**config.mk**
```make
export PLATFORM = sky130hd
export DESIGN_NAME = stage_pipe_buf
export DESIGN_NICKNAME = d
export VERILOG_FILES = /design/src/rtl/stage_pipe_pkg.sv /design/src/rtl/stage_pipe_mem.sv /design/src/rtl/stage_pipe_buf.sv
export SDC_FILE = /design/constraint.sdc
export NUM_CORES = 1
export LEC_CHECK = 0
export BUFFER_PORTS_ARGS = -buffer_cell sky130_fd_sc_hd__buf_2
export CAP_MARGIN = 25
export CORE_AREA = 2 2 232 234
export CTS_CLUSTER_DIAMETER = 80
export DETAILED_ROUTE_END_ITERATION = 12
export DIE_AREA = 0 0 234 236
export PLACE_DENSITY_LB_ADDON = 0.12
export SLEW_MARGIN = 40
export SYNTH_ARGS = -nofsm -noshare
export SYNTH_HDL_FRONTEND = slang
export SYNTH_SLANG_ARGS = --single-unit
export TNS_END_PERCENT = 10
```
**constraint.sdc**
```tcl
create_clock -name clk -period 39.3 [get_ports clk]
set_input_delay 9.825 -clock clk [delete_from_list [all_inputs] [get_ports clk]]
set_output_delay 9.825 -clock clk [all_outputs]
set_load 0.03 [all_outputs]
```
**src/rtl/stage_pipe_pkg.sv**
```systemverilog
// Shared definitions for the execute/memory stage buffer.
// Holds the width and valid-flag position of the full pipeline state word,
// a packed view of that word, and a helper that sizes the buffer pointers.
package stage_pipe_pkg;

  localparam int BIG_STATE_W         = 289;
  localparam int BIG_STATE_VALID_BIT = 128;

  // Pipeline state word: control fields above the valid flag, data below it.
  typedef struct packed {
    logic [BIG_STATE_W-BIG_STATE_VALID_BIT-2:0] ctrl;
    logic                                       valid;
    logic [BIG_STATE_VALID_BIT-1:0]             data;
  } big_state_t;

  // A single-entry buffer still needs a 1-bit pointer to stay legal.
  function automatic int ptr_width(input int depth);
    return (depth > 1) ? $clog2(depth) : 1;
  endfunction

endpackage

```
**src/rtl/stage_pipe_mem.sv**
```systemverilog
// Storage array for stage_pipe_buf: DEPTH x DATA_W registers, one write port
// and one asynchronous read port. Contents are not reset.
//   clk   - clock
//   we    - write enable
//   waddr - write index
//   wdata - write payload
//   raddr - read index
//   rdata - payload at raddr
module stage_pipe_mem
  import stage_pipe_pkg::*;
#(
  parameter int DATA_W = BIG_STATE_W,
  parameter int DEPTH  = 2,
  localparam int PTR_W = ptr_width(DEPTH)
) (
  input  logic              clk,
  input  logic              we,
  input  logic [PTR_W-1:0]  waddr,
  input  logic [DATA_W-1:0] wdata,
  input  logic [PTR_W-1:0]  raddr,
  output logic [DATA_W-1:0] rdata
);

  logic [DATA_W-1:0] mem [DEPTH];

  always_ff @(posedge clk) begin
    if (we) begin
      mem[waddr] <= wdata;
    end
  end

  assign rdata = mem[raddr];

endmodule

```
**src/rtl/stage_pipe_buf.sv**
```systemverilog
// Elastic buffer between pipeline stages. A circular FIFO of DEPTH entries
// with valid/ready handshakes on both sides, optional dropping of bubble
// words (pipeline valid flag clear), flush on branch redirect, and a
// saturating counter of cycles in which the producer was held off.
//   clk       - clock, all state on the rising edge
//   reset_n   - asynchronous active-low reset
//   in_valid  - producer offers in_data
//   in_ready  - buffer can accept (depends on state only)
//   in_data   - producer payload
//   out_valid - head entry present
//   out_ready - consumer accepts head
//   out_data  - head payload, zero when empty
//   flush     - discard all buffered and incoming words
//   occupancy - current entry count
//   stall_cnt - saturating count of stalled producer cycles
module stage_pipe_buf
  import stage_pipe_pkg::*;
#(
  parameter int DATA_W       = BIG_STATE_W,
  parameter int DEPTH        = 2,
  parameter int DROP_BUBBLES = 1,
  parameter int VALID_BIT    = BIG_STATE_VALID_BIT,
  parameter int CNT_W        = 16
) (
  input  logic                       clk,
  input  logic                       reset_n,
  input  logic                       in_valid,
  output logic                       in_ready,
  input  logic [DATA_W-1:0]          in_data,
  output logic                       out_valid,
  input  logic                       out_ready,
  output logic [DATA_W-1:0]          out_data,
  input  logic                       flush,
  output logic [$clog2(DEPTH+1)-1:0] occupancy,
  output logic [CNT_W-1:0]           stall_cnt
);

  localparam int OCC_W = $clog2(DEPTH+1);
  localparam int PTR_W = ptr_width(DEPTH);
  localparam logic [OCC_W-1:0] DEPTH_OCC = OCC_W'(DEPTH);
  localparam logic [PTR_W-1:0] PTR_LAST  = PTR_W'(DEPTH-1);

  logic [PTR_W-1:0]  wr_ptr;
  logic [PTR_W-1:0]  rd_ptr;
  logic [OCC_W-1:0]  occ;
  logic [CNT_W-1:0]  stall_q;
  logic [DATA_W-1:0] rd_data;
  logic              push_hs;
  logic              store;
  logic              pop;

  // Explicit compare-and-wrap so non-power-of-2 depths wrap at DEPTH-1.
  function automatic logic [PTR_W-1:0] ptr_inc(input logic [PTR_W-1:0] p);
    return (p == PTR_LAST) ? '0 : p + PTR_W'(1);
  endfunction

  function automatic logic [CNT_W-1:0] sat_inc(input logic [CNT_W-1:0] c);
    return (&c) ? c : c + CNT_W'(1);
  endfunction

  assign in_ready  = (occ < DEPTH_OCC);
  assign out_valid = (occ != '0);
  assign out_data  = out_valid ? rd_data : '0;
  assign occupancy = occ;
  assign stall_cnt = stall_q;

  // A bubble still completes the handshake; it is simply not written.
  assign push_hs = in_valid && in_ready && !flush;
  assign store   = push_hs && ((DROP_BUBBLES == 0) || in_data[VALID_BIT]);
  assign pop     = out_valid && out_ready;

  stage_pipe_mem #(
    .DATA_W (DATA_W),
    .DEPTH  (DEPTH)
  ) u_mem (
    .clk   (clk),
    .we    (store),
    .waddr (wr_ptr),
    .wdata (in_data),
    .raddr (rd_ptr),
    .rdata (rd_data)
  );

  always_ff @(posedge clk or negedge reset_n) begin
    if (!reset_n) begin
      wr_ptr <= '0;
      rd_ptr <= '0;
      occ    <= '0;
    end else if (flush) begin
      wr_ptr <= '0;
      rd_ptr <= '0;
      occ    <= '0;
    end else begin
      if (store) begin
        wr_ptr <= ptr_inc(wr_ptr);
      end
      if (pop) begin
        rd_ptr <= ptr_inc(rd_ptr);
      end
      case ({store, pop})
        2'b10:   occ <= occ + OCC_W'(1);
        2'b01:   occ <= occ - OCC_W'(1);
        default: occ <= occ;
      endcase
    end
  end

  // Stall history survives flush; only reset clears it.
  always_ff @(posedge clk or negedge reset_n) begin
    if (!reset_n) begin
      stall_q <= '0;
    end else if (in_valid && !in_ready) begin
      stall_q <= sat_inc(stall_q);
    end
  end

endmodule

```
==> impl_metrics.env, run 1 <==
export IMPL_synth_area_mux_share=0.129
export IMPL_synth_seq_area_share=0.790
export IMPL_ys_async_sr_fraction=0.0334
export IMPL_synth_top_area_cell="edfxtp_1"
export IMPL_vias=13300
export IMPL_fin_crit_sh=0.340
export IMPL_synth_nets=1608
export IMPL_area_delta_synth_final_pct=26.2
export IMPL_cts_hold_buf=0
export IMPL_postCtsSetupBuffers=0
export IMPL_max_freq_ghz=0.0749
export IMPL_crit_slowest_cell="dfrtp_4"
export IMPL_drv_cap=0
export IMPL_fp_row_count=85
export IMPL_fp_dieW_um=234
export IMPL_leakage_nw=10.8
export IMPL_synthSimpleGateAreaFrac=0.0608
export IMPL_path_class="reg2out"
export IMPL_final_cell_mix="buf_2, edfxtp_1, nor2_1"
export IMPL_yosys_area_share_adder=0.000554
export IMPL_start_util=0.426
export IMPL_pwr_share_comb=0.085
export IMPL_clock_path_buffers=3
export IMPL_ys_ff_latch=598
export IMPL_gp_congestion=0.849
export IMPL_wirelength_mm=58.1
export IMPL_finClkSkew_ns=0.0203
export IMPL_synthXorXnorAreaFrac=0.00620
export IMPL_synth_top_area_frac=0.768
export IMPL_utilization=0.537
export IMPL_final_common_cell="buf_2"
export IMPL_htreeDepth=2
export IMPL_synth_compound_area_share=0.00133
export IMPL_yosysWarnings=0
export IMPL_finalInstanceArea_um2=28500
export IMPL_drt_iter0_markers=640
export IMPL_power_switching_mw=0.316
export IMPL_via_per_inst=4.92
export IMPL_slew_violations=0
export IMPL_synthFlopType="edfxtp_1"
export IMPL_path_clk_slew_ns=0.06
export IMPL_syn_area_um2=22600
export IMPL_setup_tns_ns=0
export IMPL_portBuffers=602
export IMPL_synth_edf_count=578
export IMPL_seq_power_share=0.515
export IMPL_startpoint_type="register"
export IMPL_endpoint_kind="output pin"
export IMPL_n_fill_cell=4474
export IMPL_die_height_um=236
export IMPL_synth_top_family_by_area="multiplexers"
export IMPL_worstPathArrival_ns=3.53
export IMPL_tightestPinTransition_ns=0.788
export IMPL_placed_area_um2=26500
export IMPL_avgSynthCellArea_um2=17.2
export IMPL_cts_made_buffers=60
export IMPL_slowest_delay_ns=0.73
export IMPL_rsz0062_at_grt="no"
export IMPL_status="finished clean"
export IMPL_clock_latency_ns=0.61
export IMPL_power_density_nw_per_um2=49.1
export IMPL_dpl_hpwl_mm=40.6
export IMPL_first_pass_iters=5
export IMPL_cts_resized=0
export IMPL_route_detailed_drc=0
export IMPL_die_area_um2=55200
export IMPL_ys_top_cells_by_area="edfxtp_1, mux2i_1, nor2_1, dfrtp_1, xor2_1"
export IMPL_cts_tree="yes"
export IMPL_grt_max_degree=149
export IMPL_drive_gt1_frac=0.360
export IMPL_ir_worst_vdd_v=0.0000366
export IMPL_critPathMaxFanout=61
export IMPL_swShare=0.226
export IMPL_slew_headroom=0.475
export IMPL_hold_viol_final=0
export IMPL_wl_per_cell_um=21.5
export IMPL_grt_pass1_vias=13500
export IMPL_cts_root_buf="clkbuf_16"
export IMPL_ant_nets=0
export IMPL_antenna_found_initial=35
export IMPL_hp_class="reg2reg"
export IMPL_holdWs_ns=0.491
export IMPL_path_cells="buf_12 -> buf_6 -> buf_6 -> mux2i_1 -> nor2_1 -> buf_2"
export IMPL_pwr_share_clk=0.400
export IMPL_critPathMostFrequentCell="buf_6"
export IMPL_io_pins=603
export IMPL_cp_required_ns=29.47
export IMPL_p_int_mw=1.08
export IMPL_finalSetupViolCount=0
export IMPL_core_area_um2=53100
export IMPL_cts_sinks=598
export IMPL_nets=2226
export IMPL_p_total_mw=1.40
export IMPL_synthCells=1313
export IMPL_grt_usage=0.204
export IMPL_min_period_ns=13.35
export IMPL_synth_cell_types=30
export IMPL_grt_overflow=0
export IMPL_grt_pass1_wl_mm=82.8
-- state kept, by name (all words and copies together), names as in the netlist --
signal	count
rd_ptr	1
stall_cnt	16
u_mem.mem	578
wr_ptr	1
occupancy	2
-- power groups by stage --
stage / logic (mW) / registers, mW / clock network (mW)
after floorplan: 0.0710 / 0.743 / 0
final: 0.119 / 0.720 / 0.560
after CTS: 0.121 / 0.721 / 0.575
after global routing: 0.128 / 0.721 / 0.599
after detailed placement: 0.120 / 0.734 / 0
after global placement: 0.117 / 0.735 / 0
-- cells by family after synthesis --
group / after synthesis
AO/OA/AOI/OAI: 6
XOR/XNOR: 16
flip-flops: 598
buffers and inverters: 66
multiplexers: 290
adder cells (fa/ha/maj): 1
AND/OR/NAND/NOR: 336
-- final timing paths --
path,start,end,slack (ns),depth (start not counted)
max,rd_ptr$_DFFE_PN0P_,out_data[223],25.95,6
min,stall_cnt[15]$_DFFE_PN0P_,stall_cnt[15]$_DFFE_PN0P_,0.49,1
max reg2reg,occupancy[1]$_DFFE_PN0P_,u_mem.mem[0][264]$_DFFE_PP_,35.71,7
min reg2reg,stall_cnt[15]$_DFFE_PN0P_,stall_cnt[15]$_DFFE_PN0P_,0.49,1
max in group asynchronous,reset_n,rd_ptr$_DFFE_PN0P_,29.76,1
min in group asynchronous,reset_n,stall_cnt[12]$_DFFE_PN0P_,9.17,1
-- through the flow --
stage          instances  setup WS, ns
6_report            2699         25.95
5_1_grt             2690         25.77
2_1_floorplan       1313          7.05
3_5_place_dp        2564         26.07
3_3_place_gp        2559         25.87
4_1_cts             2678         25.92
-- layer usage --
metal  global-route usage  vias up  wire, µm
met1                0.228     6493     21200
li1                     -     6156         -
met5                    0        -       192
met4               0.0871       32      1960
met3               0.0822      127      5860
met2                0.341      458     28900
-- cell usage after synthesis, drive strengths merged (6+ instances only) --
library cell	instances
edfxtp	578
nor2	298
mux2i	289
buf	34
clkbuf	30
dfrtp	20
xor2	15
nor3	8
nand2	6
nand3	6
-- layout make-up --
cell class / instances / area, µm² / share of cell area
Clock buffer: 74 / 1580 / 0.0553
Antenna cell: 20 / 50.0 / 0.00176
Inverter: 2 / 7.51 / 0.000263
Clock inverter: 40 / 362 / 0.0127
Tap cell: 696 / 871 / 0.0305
Multi-Input combinational cell: 649 / 4480 / 0.157
Timing Repair Buffer: 620 / 3300 / 0.116
Sequential cell: 598 / 17900 / 0.626
-- critical path, delay by kind of cell, from the launching register on --
| kind | cells | cell delay, ns |
|---|---|---|
| buffers and inverters | 4 | 1.65 |
| DFF | 1 | 0.73 |
| and+or+nand+nor | 1 | 0.05 |
| muxes | 1 | 0.29 |
(Power assumes the default switching activity.)
==> run 2, diff against run 1 <==
ABC_AREA = 1   (was not set)
CORE_AREA = 2 2 237 239   (was 2 2 232 234)
DIE_AREA = 0 0 239 241   (was 0 0 234 236)
clock period = 11.3 ns   (was 39.3 ns; I/O delays follow)
==> run 2 against run 1 <==
Non-clock buffer count increased by 5. Sequential cell count unchanged. Routed wire length increased by 11%. Clock skew increased by 0.0065 ns. Register-to-register slack got worse by 28 ns. Synthesized cell count increased by 32%. Final cell count increased by 15%. Synthesized area increased by 0.41%. Worst hold slack improved by 0.051 ns. Core utilization decreased by 1.5 points. Critical endpoint is now out_data[285]. Largest power group unchanged.
==> impl_metrics.env, run 2 <==
export IMPL_hold_viol_final=0
export IMPL_cts_root_buf="clkbuf_16"
export IMPL_synth_top_area_frac=0.765
export IMPL_ys_async_sr_fraction=0.0334
export IMPL_cts_sinks=598
export IMPL_postCtsSetupBuffers=0
export IMPL_final_cell_mix="nand2_1, buf_2, edfxtp_1"
export IMPL_fin_crit_sh=0.537
export IMPL_finalNonFillerCells=3106
export IMPL_hp_class="reg2reg"
export IMPL_final_common_cell="nand2_1"
export IMPL_holdWs_ns=0.542
export IMPL_place_inst=2957
export IMPL_gp_congestion=0.848
export IMPL_tightestPinTransition_ns=0.819
export IMPL_critPathMaxFanout=114
export IMPL_largest_register="u_mem.mem"
export IMPL_first_pass_iters=5
export IMPL_via_per_inst=4.97
export IMPL_crit_slowest_cell="buf_6"
export IMPL_dpl_hpwl_mm=42.4
export IMPL_die_area_um2=57600
export IMPL_synth_seq_area_share=0.787
export IMPL_route_detailed_drc=0
export IMPL_vias=15400
export IMPL_path_clk_slew_ns=0.06
export IMPL_avgSynthCellArea_um2=13.1
export IMPL_path_buf_inv=3
export IMPL_max_freq_ghz=0.165
export IMPL_htreeDepth=3
export IMPL_endpoint_kind="output pin"
export IMPL_yosys_cell_count_top_type="nand2_1"
export IMPL_io_pins=603
export IMPL_fp_row_count=86
export IMPL_p_total_mw=5.36
export IMPL_synthCells=1728
export IMPL_wl_per_cell_um=20.8
export IMPL_start_util=0.414
export IMPL_path_cells="inv_8 -> buf_6 -> nand2_1 -> a21oi_1 -> buf_2"
export IMPL_path_class="reg2out"
export IMPL_portBuffers=602
export IMPL_setup_tns_ns=0
export IMPL_cp_top_family="buffers and inverters"
export IMPL_die_height_um=241
export IMPL_core_area_um2=54900
export IMPL_r2r_end="u_mem.mem[0][76]$_DFFE_PP_"
export IMPL_area_delta_synth_final_pct=26.3
export IMPL_synthFlopType="edfxtp_1"
export IMPL_cp_required_ns=8.48
export IMPL_slowest_delay_ns=0.68
export IMPL_slew_headroom=0.452
export IMPL_rsz0062_at_grt="no"
export IMPL_power_density_nw_per_um2=187
export IMPL_synth_edf_count=578
export IMPL_finClkSkew_ns=0.0268
export IMPL_worstPathArrival_ns=3.25
export IMPL_clock_latency_ns=0.60
export IMPL_ir_worst_vdd_v=0.000135
export IMPL_placed_area_um2=26500
export IMPL_synth_cell_types=25
export IMPL_antenna_found_initial=35
export IMPL_syn_area_um2=22700
export IMPL_min_to="stall_cnt[15]$_DFFE_PN0P_"
export IMPL_wirelength_mm=64.5
export IMPL_hold_start="stall_cnt[15]$_DFFE_PN0P_"
export IMPL_worstSetupStartpoint="rd_ptr$_DFFE_PN0P_"
export IMPL_grt_usage=0.214
export IMPL_holdPathStages=2
export IMPL_largest_register_ffs=578
export IMPL_drv_cap=0
export IMPL_cts_tree="yes"
export IMPL_slew_violations=0
export IMPL_reg2reg_from="occupancy[1]$_DFFE_PN0P_"
export IMPL_synthTopCellsByCount="nand2_1, edfxtp_1, a21oi_1, buf_2, clkbuf_1"
export IMPL_synth_top_area_cell="edfxtp_1"
export IMPL_cts_hold_buf=0
export IMPL_drt_iter0_markers=1023
export IMPL_finalSetupViolCount=0
export IMPL_status="finished clean"
export IMPL_ant_nets=0
export IMPL_ys_top_cells_by_area="edfxtp_1, nand2_1, a21oi_1, dfrtp_1, buf_2"
export IMPL_leakage_nw=11.5
export IMPL_grt_max_degree=162
export IMPL_drive_gt1_frac=0.306
export IMPL_cts_made_buffers=66
export IMPL_fp_dieW_um=239
export IMPL_grt_pass1_wl_mm=91.1
export IMPL_nets=2618
export IMPL_ff2ff_path_depth=6
export IMPL_min_period_ns=6.07
export IMPL_finalInstanceArea_um2=28700
export IMPL_cts_resized=0
export IMPL_ys_ff_latch=598
export IMPL_grt_overflow=0
export IMPL_clock_path_buffers=3
export IMPL_grt_pass1_vias=14600
export IMPL_yosysWarnings=0
export IMPL_synth_nets=2023
export IMPL_startpoint_type="register"
export IMPL_r2r_slack_ns=7.88
## run 2: cell count changes after synthesis, sizes merged, moves of 6 or more
cell	previous run	this run
mux2i	289	0
nor2	298	24
a21oi	4	290
o21ai	2	9
buf	34	70
nand2	6	658
xor2	15	0
nand3	6	12
nor3	8	0
inv	2	23
## run 2: worst min-delay path: stages (launching register included)
cell	delay, ns
dfrtp_1	0.39
nand2_1	0.07
nand2_1	0.05
## run 2: cell families (layout without fill, tap and decap cells)
kind of cell | after synthesis | in the layout | share of synthesized area
simple gates | 702 | 702 | 0.119
flops | 598 | 598 | 0.787
compound gates | 300 | 300 | 0.0664
buf+inv | 121 | 767 | 0.0244
xor+xnor | 6 | 6 | 0.00232
fa+ha+maj | 1 | 1 | 0.000551
other cells | 0 | 28 | 0
## run 2: report_power, final
group	switching, mW	internal [mW]	leakage [nW]	total (mW)
Sequential	0.0215	2.49	5.52	2.52
Combinational	0.583	0.189	5.01	0.772
Clock	0.837	1.23	1.01	2.07
## run 2: per-stage QoR
stage	utilization	worst slack, ns
after floorplan	-	-4.71
after global placement	0.479	5.16
after detailed placement	0.482	5.41
after CTS	0.520	4.84
after global routing	0.522	5.05
final	0.522	5.23
## run 2: cell type report
type                       count  area [µm²]
clock buffer                  87        1790
fill                        4790       26200
inverter                      23        93.8
clock inverter                32         277
tap                          704         881
antenna                       28        70.1
multi-input combinational   1009        4300
timing repair buffer         625        3390
sequential                   598       17900
## run 2: worst max-delay path by stage
stage | end | cells past startpoint
2_1_floorplan | u_mem.mem[0][0]$_DFFE_PP_ | 3
3_3_place_gp | u_mem.mem[1][34]$_DFFE_PP_ | 6
3_5_place_dp | u_mem.mem[0][34]$_DFFE_PP_ | 7
4_1_cts | out_data[285] | 5
5_1_grt | out_data[285] | 5
6_report | out_data[285] | 5
## run 2: layer usage
metal	global-route usage	wire [µm]
met5	0	149
met4	0.0958	2220
met3	0.0811	5500
met2	0.345	31700
met1	0.257	24900
==> run 3, diff against run 2 <==
clock period = 5.3 ns   (was 11.3 ns; I/O delays follow)
==> run 3 against run 2 <==
Routed wire length grew 1.7%. First-iteration DRC count fell by 3.4%. Core utilization is 0.21 points lower. Clock power grew 96%. Non-clock buffer count increased by 10. Clock-buffer cell count shrank 6. Highest routed layer unchanged. Largest power group unchanged. Final area fell by 0.41%. Total power up 110%. Die area did not move. Worst hold slack improved by 0.011 ns.
==> impl_metrics.env, run 3 (synthesis gave the netlist of run 2 again) <==
export IMPL_status="finished clean"
export IMPL_hold_viol_final=0
export IMPL_cts_sinks=598
export IMPL_path_class="reg2out"
export IMPL_htreeDepth=2
export IMPL_cts_made_buffers=61
export IMPL_startpoint_type="register"
export IMPL_ir_worst_vdd_v=0.000267
export IMPL_p_total_mw=11.1
export IMPL_wirelength_mm=65.5
export IMPL_drv_cap=0
export IMPL_path_buf_inv=4
export IMPL_route_detailed_drc=0
export IMPL_fin_crit_sh=0.869
export IMPL_crit_slowest_cell="buf_4"
export IMPL_cts_resized=0
export IMPL_drive_gt1_frac=0.307
export IMPL_dpl_hpwl_mm=44.3
export IMPL_cts_tree="yes"
export IMPL_grt_pass1_wl_mm=92.4
export IMPL_via_per_inst=4.96
export IMPL_finClkSkew_ns=0.0221
export IMPL_slew_headroom=0.441
export IMPL_start_util=0.414
export IMPL_min_period_ns=4.61
export IMPL_grt_max_degree=153
export IMPL_clock_latency_ns=0.63
export IMPL_cp_top_family="buffers and inverters"
export IMPL_hp_class="reg2reg"
export IMPL_fp_dieW_um=239
export IMPL_drt_iter0_markers=988
export IMPL_core_area_um2=54900
export IMPL_die_area_um2=57600
export IMPL_max_freq_ghz=0.217
export IMPL_rsz0062_at_grt="no"
export IMPL_r2r_slack_ns=3.02
export IMPL_fp_row_count=86
export IMPL_grt_usage=0.217
export IMPL_power_density_nw_per_um2=388
export IMPL_n_fill_cell=4848
export IMPL_vias=15400
export IMPL_slew_violations=0
export IMPL_critPathMaxFanout=121
export IMPL_path_clk_slew_ns=0.06
export IMPL_cts_root_buf="clkbuf_16"
export IMPL_grt_overflow=0
export IMPL_cp_required_ns=3.97
export IMPL_grt_pass1_vias=15200
export IMPL_io_pins=603
export IMPL_finalSetupViolCount=0
export IMPL_path_cells="buf_4 -> buf_12 -> buf_16 -> nand2_1 -> a21oi_1 -> buf_2"
export IMPL_first_pass_iters=5
export IMPL_wl_per_cell_um=21.1
export IMPL_ant_nets=0
export IMPL_area_delta_synth_final_pct=25.8
export IMPL_gp_congestion=0.857
export IMPL_cts_hold_buf=0
export IMPL_portBuffers=602
export IMPL_die_height_um=241
export IMPL_utilization=0.520
export IMPL_final_cell_mix="nand2_1, buf_2, edfxtp_1"
export IMPL_final_common_cell="nand2_1"
export IMPL_antenna_found_initial=44
export IMPL_largest_register_ffs=578
export IMPL_endpoint_kind="output pin"
export IMPL_tightestPinTransition_ns=0.835
export IMPL_nets=2623
export IMPL_clock_path_buffers=3
export IMPL_slowest_delay_ns=0.62
export IMPL_seqCellArea_um2=17900
export IMPL_leakage_nw=11.5
export IMPL_postCtsSetupBuffers=0
export IMPL_worstPathArrival_ns=3.28
export IMPL_largest_register="u_mem.mem"
export IMPL_multi_input_area_um2=4320
==> run 3: cell count changes in the layout (fill, tap and decap cells not counted), sizes merged <==
cell      change
bufinv        -1
clkinvlp      +1
buf          +10
clkbuf        -6
clkinv        -3
diode         -1
==> run 3: path summary, 6_finish.rpt <==
| kind | to | cells after the start | start |
|---|---|---|---|
| min reg2reg | stall_cnt[14]$_DFFE_PN0P_ | 2 | stall_cnt[14]$_DFFE_PN0P_ |
| max | out_data[281] | 6 | rd_ptr$_DFFE_PN0P_ |
| max reg2reg | u_mem.mem[0][49]$_DFFE_PP_ | 5 | occupancy[1]$_DFFE_PN0P_ |
| min in group asynchronous | stall_cnt[7]$_DFFE_PN0P_ | 1 | reset_n |
| min | stall_cnt[14]$_DFFE_PN0P_ | 2 | stall_cnt[14]$_DFFE_PN0P_ |
| max in group asynchronous | rd_ptr$_DFFE_PN0P_ | 1 | reset_n |
==> run 3: layout make-up <==
class | count | share of cell area
flip-flops and latches | 598 | 0.626
multi-input cells | 1009 | 0.151
repair buffers | 635 | 0.122
clock buffers | 81 | 0.0561
well taps | 704 | 0.0309
clock inverters | 29 | 0.00877
inverters | 23 | 0.00346
diodes | 27 | 0.00237
==> run 3: per-stage QoR <==
step	setup WS (ns)	TNS, ns	instances	cell area, µm²	hold slack [ns]
final	0.692	0	3106	28500	0.554
after global routing	0.581	0	3100	28500	0.598
after CTS	0.715	0	3078	28500	0.559
after detailed placement	1.37	0	2968	26600	0.544
after global placement	1.43	0	2966	26600	0.535
after floorplan	-0.924	-530.03	1728	22700	0.537
==> run 3: tightest hold or removal path, cell delays in order, from the launching register on <==
cell,delay [ns]
dfrtp_1,0.40
nand2_1,0.07
nand2_1,0.06
==> run 3: routing by layer <==
layer / vias up / track usage / part of all wire
li1: 7298 / - / -
met1: 7353 / 0.254 / 0.38
met2: 560 / 0.356 / 0.49
met3: 165 / 0.0767 / 0.087
met4: 32 / 0.106 / 0.040
met5: - / 0 / 0.0034
==> run 3: power breakdown <==
part	leakage [nW]	total, mW	internal, mW	switching, mW
Combinational	5.08	1.65	0.412	1.23
Sequential	5.52	5.36	5.32	0.0468
Clock	0.896	4.05	2.30	1.75
Total	11.5	11.1	8.03	3.03
